<file path="config.mk">
export PLATFORM = sky130hd
export DESIGN_NAME = dual_lane_deserialiser
export DESIGN_NICKNAME = d
export VERILOG_FILES = /design/src/rtl/dual_lane_deserialiser.sv
export SDC_FILE = /design/constraint.sdc
export NUM_CORES = 1
export LEC_CHECK = 0
export CORE_ASPECT_RATIO = 0.5
export CORE_MARGIN = 2
export CORE_UTILIZATION = 54
export DETAILED_ROUTE_END_ITERATION = 10
export GPL_TIMING_DRIVEN = 0
export PLACE_DENSITY = 0.8
export SETUP_SLACK_MARGIN = 0.02
export SYNTH_ARGS = -nofsm -noshare
export SYNTH_HDL_FRONTEND = slang
export SYNTH_SLANG_ARGS = --single-unit
</file>
<file path="constraint.sdc">
create_clock -name clock -period 3.1 [get_ports clock]
set_clock_uncertainty 0.1 [all_clocks]
set_input_delay 0.93 -clock clock [delete_from_list [all_inputs] [get_ports clock]]
set_output_delay 0.93 -clock clock [all_outputs]
set_load 0.01 [all_outputs]
</file>
<file path="src/rtl/dual_lane_deserialiser.sv">
// Two-lane serial-to-parallel receiver: frames MSB-first words on lanes A and B,
// hands pairs downstream over valid/ready and polices the down/up counter sequences.
module dual_lane_deserialiser #(
    parameter int WIDTH = 8,
    parameter int ERR_W = 8
) (
    input  logic             clock,
    input  logic             reset,
    input  logic             frame,
    input  logic             in_a,
    input  logic             in_b,
    output logic [WIDTH-1:0] word_a,
    output logic [WIDTH-1:0] word_b,
    output logic             word_valid,
    input  logic             word_ready,
    output logic             seq_err,
    output logic             frame_err,
    output logic [ERR_W-1:0] seq_cnt,
    output logic [ERR_W-1:0] frm_cnt,
    output logic             overflow
);

    localparam int CNT_W = $clog2(WIDTH);
    localparam logic [CNT_W-1:0] LAST_BIT = CNT_W'(WIDTH - 1);

    typedef enum logic [0:0] {
        HUNT  = 1'b0,
        SHIFT = 1'b1
    } state_t;

    state_t           state_q, state_d;
    logic [CNT_W-1:0] bit_cnt_q, bit_cnt_d;
    logic [WIDTH-1:0] sh_a_q, sh_a_d, sh_b_q, sh_b_d;
    logic [WIDTH-1:0] word_a_q, word_a_d, word_b_q, word_b_d;
    logic [WIDTH-1:0] prev_a_q, prev_a_d, prev_b_q, prev_b_d;
    logic             have_prev_q, have_prev_d;
    logic             word_valid_q, word_valid_d;
    logic             seq_err_q, seq_err_d;
    logic             frame_err_q, frame_err_d;
    logic [ERR_W-1:0] seq_cnt_q, seq_cnt_d, frm_cnt_q, frm_cnt_d;
    logic             overflow_q, overflow_d;

    logic [WIDTH-1:0] full_a_s, full_b_s;
    logic             load_s, shift_s, complete_s, clear_prev_s, capture_s, drop_s;

    // Lane A counts down, lane B counts up; both wrap modulo 2^WIDTH.
    function automatic logic seq_break(input logic [WIDTH-1:0] a, input logic [WIDTH-1:0] b,
                                       input logic [WIDTH-1:0] pa, input logic [WIDTH-1:0] pb);
        logic [WIDTH-1:0] exp_a;
        logic [WIDTH-1:0] exp_b;
        exp_a = pa - WIDTH'(1);
        exp_b = pb + WIDTH'(1);
        return (a != exp_a) || (b != exp_b);
    endfunction

    // Framing FSM, word capture, sequence check and error accounting.
    always_comb begin
        state_d      = state_q;
        bit_cnt_d    = bit_cnt_q;
        load_s       = 1'b0;
        shift_s      = 1'b0;
        complete_s   = 1'b0;
        clear_prev_s = 1'b0;
        frame_err_d  = 1'b0;
        full_a_s     = {sh_a_q[WIDTH-2:0], in_a};
        full_b_s     = {sh_b_q[WIDTH-2:0], in_b};

        case (state_q)
            HUNT: begin
                if (frame) begin
                    load_s = 1'b1;
                end else begin
                    load_s = 1'b0;
                end
            end
            SHIFT: begin
                if (bit_cnt_q == CNT_W'(0)) begin
                    if (frame) begin
                        load_s = 1'b1;
                    end else begin
                        state_d      = HUNT;
                        clear_prev_s = 1'b1;
                    end
                end else if (frame) begin
                    frame_err_d  = 1'b1;
                    clear_prev_s = 1'b1;
                    load_s       = 1'b1;
                end else begin
                    shift_s = 1'b1;
                    if (bit_cnt_q == LAST_BIT) begin
                        bit_cnt_d  = CNT_W'(0);
                        complete_s = 1'b1;
                    end else begin
                        bit_cnt_d = bit_cnt_q + CNT_W'(1);
                    end
                end
            end
            default: begin
                state_d      = HUNT;
                bit_cnt_d    = CNT_W'(0);
                clear_prev_s = 1'b1;
            end
        endcase

        if (load_s) begin
            state_d   = SHIFT;
            bit_cnt_d = CNT_W'(1);
        end else begin
            bit_cnt_d = bit_cnt_d;
        end

        sh_a_d = load_s ? {{(WIDTH-1){1'b0}}, in_a} : (shift_s ? full_a_s : sh_a_q);
        sh_b_d = load_s ? {{(WIDTH-1){1'b0}}, in_b} : (shift_s ? full_b_s : sh_b_q);

        // A handshake in the completion cycle frees the holding register.
        capture_s = complete_s & (~word_valid_q | word_ready);
        drop_s    = complete_s & ~capture_s;

        word_a_d     = capture_s ? full_a_s : word_a_q;
        word_b_d     = capture_s ? full_b_s : word_b_q;
        word_valid_d = capture_s | (word_valid_q & ~word_ready);
        seq_err_d    = capture_s & have_prev_q & seq_break(full_a_s, full_b_s, prev_a_q, prev_b_q);
        prev_a_d     = capture_s ? full_a_s : prev_a_q;
        prev_b_d     = capture_s ? full_b_s : prev_b_q;
        have_prev_d  = capture_s ? 1'b1 : (clear_prev_s ? 1'b0 : have_prev_q);
        overflow_d   = overflow_q | drop_s;

        seq_cnt_d = (seq_err_d && (seq_cnt_q != {ERR_W{1'b1}})) ? seq_cnt_q + ERR_W'(1) : seq_cnt_q;
        frm_cnt_d = (frame_err_d && (frm_cnt_q != {ERR_W{1'b1}})) ? frm_cnt_q + ERR_W'(1) : frm_cnt_q;
    end

    // State register with synchronous reset.
    always_ff @(posedge clock) begin
        if (reset) begin
            state_q      <= HUNT;
            bit_cnt_q    <= CNT_W'(0);
            sh_a_q       <= {WIDTH{1'b0}};
            sh_b_q       <= {WIDTH{1'b0}};
            word_a_q     <= {WIDTH{1'b0}};
            word_b_q     <= {WIDTH{1'b0}};
            prev_a_q     <= {WIDTH{1'b0}};
            prev_b_q     <= {WIDTH{1'b0}};
            have_prev_q  <= 1'b0;
            word_valid_q <= 1'b0;
            seq_err_q    <= 1'b0;
            frame_err_q  <= 1'b0;
            seq_cnt_q    <= {ERR_W{1'b0}};
            frm_cnt_q    <= {ERR_W{1'b0}};
            overflow_q   <= 1'b0;
        end else begin
            state_q      <= state_d;
            bit_cnt_q    <= bit_cnt_d;
            sh_a_q       <= sh_a_d;
            sh_b_q       <= sh_b_d;
            word_a_q     <= word_a_d;
            word_b_q     <= word_b_d;
            prev_a_q     <= prev_a_d;
            prev_b_q     <= prev_b_d;
            have_prev_q  <= have_prev_d;
            word_valid_q <= word_valid_d;
            seq_err_q    <= seq_err_d;
            frame_err_q  <= frame_err_d;
            seq_cnt_q    <= seq_cnt_d;
            frm_cnt_q    <= frm_cnt_d;
            overflow_q   <= overflow_d;
        end
    end

    assign word_a     = word_a_q;
    assign word_b     = word_b_q;
    assign word_valid = word_valid_q;
    assign seq_err    = seq_err_q;
    assign frame_err  = frame_err_q;
    assign seq_cnt    = seq_cnt_q;
    assign frm_cnt    = frm_cnt_q;
    assign overflow   = overflow_q;

endmodule

</file>
== After elaboration in Yosys (flattened, before gate mapping) ==
Cells that the tools add are included.

* $add $sub $neg: 5
* Eq/ne operators: 7
* Multiplexer cells: 26
* Bitwise logic cells: 13
* Reductions and logical operators: 10

{| class="wikitable"
|+ Operators by type and width
! cell !! count
|-
| 2-to-1 mux 1 bit || 25
|-
| adder 8 x 1 -> 8 bit (second input constant) || 3
|-
| != test 8 bit || 2
|-
| != test 8 bit (second input constant) || 2
|-
| subtractor 8 x 1 -> 8 bit (second input constant) || 1
|-
| AND reduction 3 bit || 2
|-
| nonzero test 2 bit || 3
|-
| bitwise AND 1 bit || 5
|-
| NOT 1 bit || 5
|-
| adder 3 x 1 -> 3 bit (second input constant) || 1
|-
| equality test 3 bit (second input constant) || 1
|-
| zero test 3 bit || 1
|-
| 2-to-1 mux 3 bit || 1
|-
| bitwise OR 1 bit || 3
|-
| logical AND 1 bit || 2
|-
| != test 2 x 1 -> 1 bit (second input constant) || 1
|-
| != test 2 bit (second input constant) || 1
|-
| OR reduction 2 bit || 1
|-
| logical OR 1 bit || 1
|}

* Flip-flop bits (word level): 55
* Input port bits: 6
* Output and inout port bits: 36
* Logic and storage cells: 77

== Depth between registers and ports, before layout ==
* Word-level depth: 9
* Mapped depth: 11
* Depth with buffers taken out: 10

== Worst setup path after synthesis ==
No wires, ideal clock.

* Path kind: input -> register
* Start: in in_a
* End: reg seq_cnt_q[6] (netlist: seq_cnt[6])
* Setup time: 132 ps
* Arrival time: 2245 ps
* Setup slack: 624 ps
* Cell stages on the path: 8
* Buffers on the path: 1
* Path through: xnor2_1 > nor4_1 > nand3_1 > nor4_1 > o211a_4 > buf_4 > o31a_1 > nor3_1

* Cells in the longest elaborated chain, start to end: 4

{| class="wikitable"
|+ RTL lines
! item !! line !! RTL
|-
| start: declaration || 10 || <nowiki>input logic in_a,</nowiki>
|-
| != test 8 bit || 53 || <nowiki>return (a != exp_a) || (b != exp_b);</nowiki>
|-
| logical OR 1 bit || 53 ||
|-
| bitwise AND 1 bit || 122 || <nowiki>seq_err_d = capture_s & have_prev_q & seq_break(full_a_s, full_b_s, prev_a_q, prev_b_q);</nowiki>
|-
| logical AND 1 bit || 128 || <nowiki>seq_cnt_d = (seq_err_d && (seq_cnt_q != {ERR_W{1'b1}})) ? seq_cnt_q + ERR_W'(1) : seq_cnt_q;</nowiki>
|-
| end signal: assignment || 147 || <nowiki>seq_cnt_q <= {ERR_W{1'b0}};</nowiki>
|-
| end signal: assignment || 163 || <nowiki>seq_cnt_q <= seq_cnt_d;</nowiki>
|-
| end: declaration || 40 || <nowiki>logic [ERR_W-1:0] seq_cnt_q, seq_cnt_d, frm_cnt_q, frm_cnt_d;</nowiki>
|}

Every way passes these cells.
A chain may end at the register's enable or synchronous reset.

== Worst setup path in the final report ==
* Start: in in_a
* End: reg seq_cnt_q[0] (netlist: seq_cnt[0])

Same word-level chain as after synthesis.

==> flow_summary.ini <==
[status]
status = finished, final reports clean

[pwr]
p_per_area_nw_per_um2 = 358
switching_share_pct = 22.4
p_sw_uw = 270
power_frac_clock_pct = 36.2
design_power_total_mw = 1.20
p_leak_nw = 1.27
irDropWorstVdd_mv = 0.202
pwr-share-seq_pct = 59.5
combPwrFrac_pct = 4.3
internal-power_uw = 933

[cells_and_area]
mostFrequentLayoutCell = dfxtp_1
post-route-util_pct = 68.1
layout-drive-gt1-share_pct = 4.20
antenna_cells = 0
nets = 396
synthToLayoutAreaGrowth_pct = 21.6
fillCellCount = 415
final_cell_mix = dfxtp_1 (55), nand2_1 (45), clkdlybuf4s50_1 (39), nor2_1 (38), a21oi_1 (33)

[sta]
setup_ws_ns = 0.172
grt_setup_unrepaired = no
period_minus_slack_ns = 2.93
slew_headroom_pct = 50.3
hold_violations = 0
finalSetupViolations = 0
max_freq_mhz = 342
fin_tns_setup_ns = 0
worstMarginPinSlew_ns = 0.746
finalCritPeriodShare_pct = 94.5
drv_slew = 0

[cts]
post_cts_buffers = 0
cts_sinks = 55
numCtsBuffers = 5
h-tree-depth = 2
cts_hold_buf = 0
clockBufferDepth = 2
clock_latency_ns = 0.31
cts_tree = done
cts_root_buf = clkbuf_8
cts.repair.resized = 0
clkTransAtPathRegs_ns = 0.10

[worst_setup_path]
end_kind = flop
start_kind = input pin
cp.arrival_ns = 3.07
worst-path-max-fanout = 10
critPathRequiredTime_ns = 3.24
reg2reg_from = prev_a_q[0]$_SDFFE_PP0P_
cp-startpoint = in_a
path_class = in -> reg

[routing]
wl_met1_um = 3110
wl_met2_um = 3130
detail-route-antenna-nets = 0
top_layer = met4
routed_wl_um = 6560
drc = 0
num_vias = 2500
dr.pass1.iters = 4
vias_per_cell = 5.54
first_iter_violations = 84
wl_met3_um = 255
detail_route.wl_per_cell_um = 14.6

[global_route]
grt_pass1_vias = 2381
overflow = 0
grtUsageTotal_pct = 24.2
grt_max_degree = 16
grt_pass1_wl_um = 10700
antenna_found_initial = 0

[place]
place_congestion = 0.864
place_ws_ns = -0.250
hpwl_um = 4840
port_buffers = 40

[synth]
synth-seq-area-share_pct = 39.9
yosysUniqueCellTypes = 46
synth_warnings = 0
avgSynthCellArea_um2 = 8.30
syn_inst = 333
synth_area_um2 = 2760
ys_ff_latch = 55
ys.flop_type = dfxtp_1
synth_edf_count = 0
async_reset_ff_share_pct = 0
syn_nets = 349

[die]
die_width_um = 105
ioPinCount = 42
die_h_um = 54.6
num_rows = 18
die-area_um2 = 5740
initial_utilization_pct = 56.0
core_area_um2 = 4930

[worst_hold_path]
worstHoldPathType = reg -> reg
holdCritStartpoint = overflow$_SDFF_PP0_

[run]
max_cap_viol_count = 0
## logic make-up after synthesis
group           after synthesis  share of synthesized area [%]
buf+inv                      30                           4.26
mux                          15                           5.43
fa+ha+maj                    10                           4.53
xor+xnor                     23                           7.29
simple gates                137                           24.5
compound gates               63                           14.1
flops                        55                           39.9
## metrics by stage
stage                     std cells  area, um^2  hold WS (ns)
after CTS                       451        3350         0.392
final                           451        3360         0.382
after global routing            451        3360         0.421
after detailed placement        443        3250         0.370
after floorplan                 333        2760         0.347
after global placement          443        3250         0.353
## cell usage after synthesis (5+ instances only)
| cell type | number | area share (%) |
|---|---|---|
| o21ai_0 | 10 | 1.8 |
| xor2_1 | 11 | 3.5 |
| clkbuf_1 | 14 | 1.9 |
| inv_1 | 12 | 1.6 |
| xnor2_1 | 12 | 3.8 |
| or4_1 | 5 | 1.4 |
| nor2_1 | 38 | 5.2 |
| a21oi_1 | 33 | 6.0 |
| dfxtp_1 | 55 | 40 |
| ha_1 | 10 | 4.5 |
| and3_1 | 6 | 1.4 |
| nand3_1 | 7 | 1.3 |
| o31ai_1 | 6 | 1.6 |
| mux2i_1 | 15 | 5.4 |
| nand2_1 | 45 | 6.1 |
| nand4_1 | 7 | 1.6 |
## per-layer routing
| metal | track usage (%) | up-vias |
|---|---|---|
| met4 | 7.78 | 0 |
| li1 | - | 1246 |
| met5 | 0 | - |
| met1 | 30.2 | 1205 |
| met2 | 42.9 | 40 |
| met3 | 5.71 | 9 |
## cell type report
| class | instances | area [um^2] | area share (%) |
|---|---|---|---|
| multi-input cells | 248 | 1550 | 46.1 |
| repair buffers | 40 | 403 | 12.0 |
| inverters | 12 | 45.0 | 1.34 |
| clock buffers | 8 | 100 | 2.98 |
| plain buffers | 18 | 72.6 | 2.16 |
| flip-flops and latches | 55 | 1100 | 32.8 |
| well taps | 70 | 87.6 | 2.61 |
## path summary, 6_finish.rpt
kind | endpoint | depth (start not counted) | slack, ns
worst min register to register | overflow$_SDFF_PP0_ | 2 | 0.38
worst max-delay path | seq_cnt[0]$_SDFFE_PP0P_ | 9 | 0.17
worst min-delay path | overflow$_SDFF_PP0_ | 2 | 0.38
worst max register to register | seq_cnt[0]$_SDFFE_PP0P_ | 11 | 0.27
## critical path, stage by stage
cell             delay, ns
clkdlybuf4s50_1       0.49
xnor2_1               0.16
nor4_1                0.26
nand3_1               0.15
nor4_2                0.37
o211a_4               0.27
buf_4                 0.18
o21ai_0               0.10
a21oi_1               0.16
## flip-flops by register name, indices dropped and copies added, names as in the netlist
| register | count |
|---|---|
| seq_err | 1 |
| frame_err | 1 |
| bit_cnt_q | 3 |
| prev_a_q | 8 |
| overflow | 1 |
| sh_b_q | 7 |
| frm_cnt | 8 |
| have_prev_q | 1 |
| prev_b_q | 8 |
| state_q | 1 |
| sh_a_q | 7 |
| seq_cnt | 8 |
| word_valid | 1 |
## power groups by stage
| stage | clock network (mW) | logic, mW | registers (mW) |
|---|---|---|---|
| after floorplan | 0 | 0.0317 | 0.730 |
| after global placement | 0 | 0.0488 | 0.731 |
| after detailed placement | 0 | 0.0511 | 0.731 |
| after CTS | 0.443 | 0.0517 | 0.715 |
| after global routing | 0.468 | 0.0584 | 0.716 |
| final | 0.436 | 0.0516 | 0.715 |
Power figures use the tool's default switching activity.
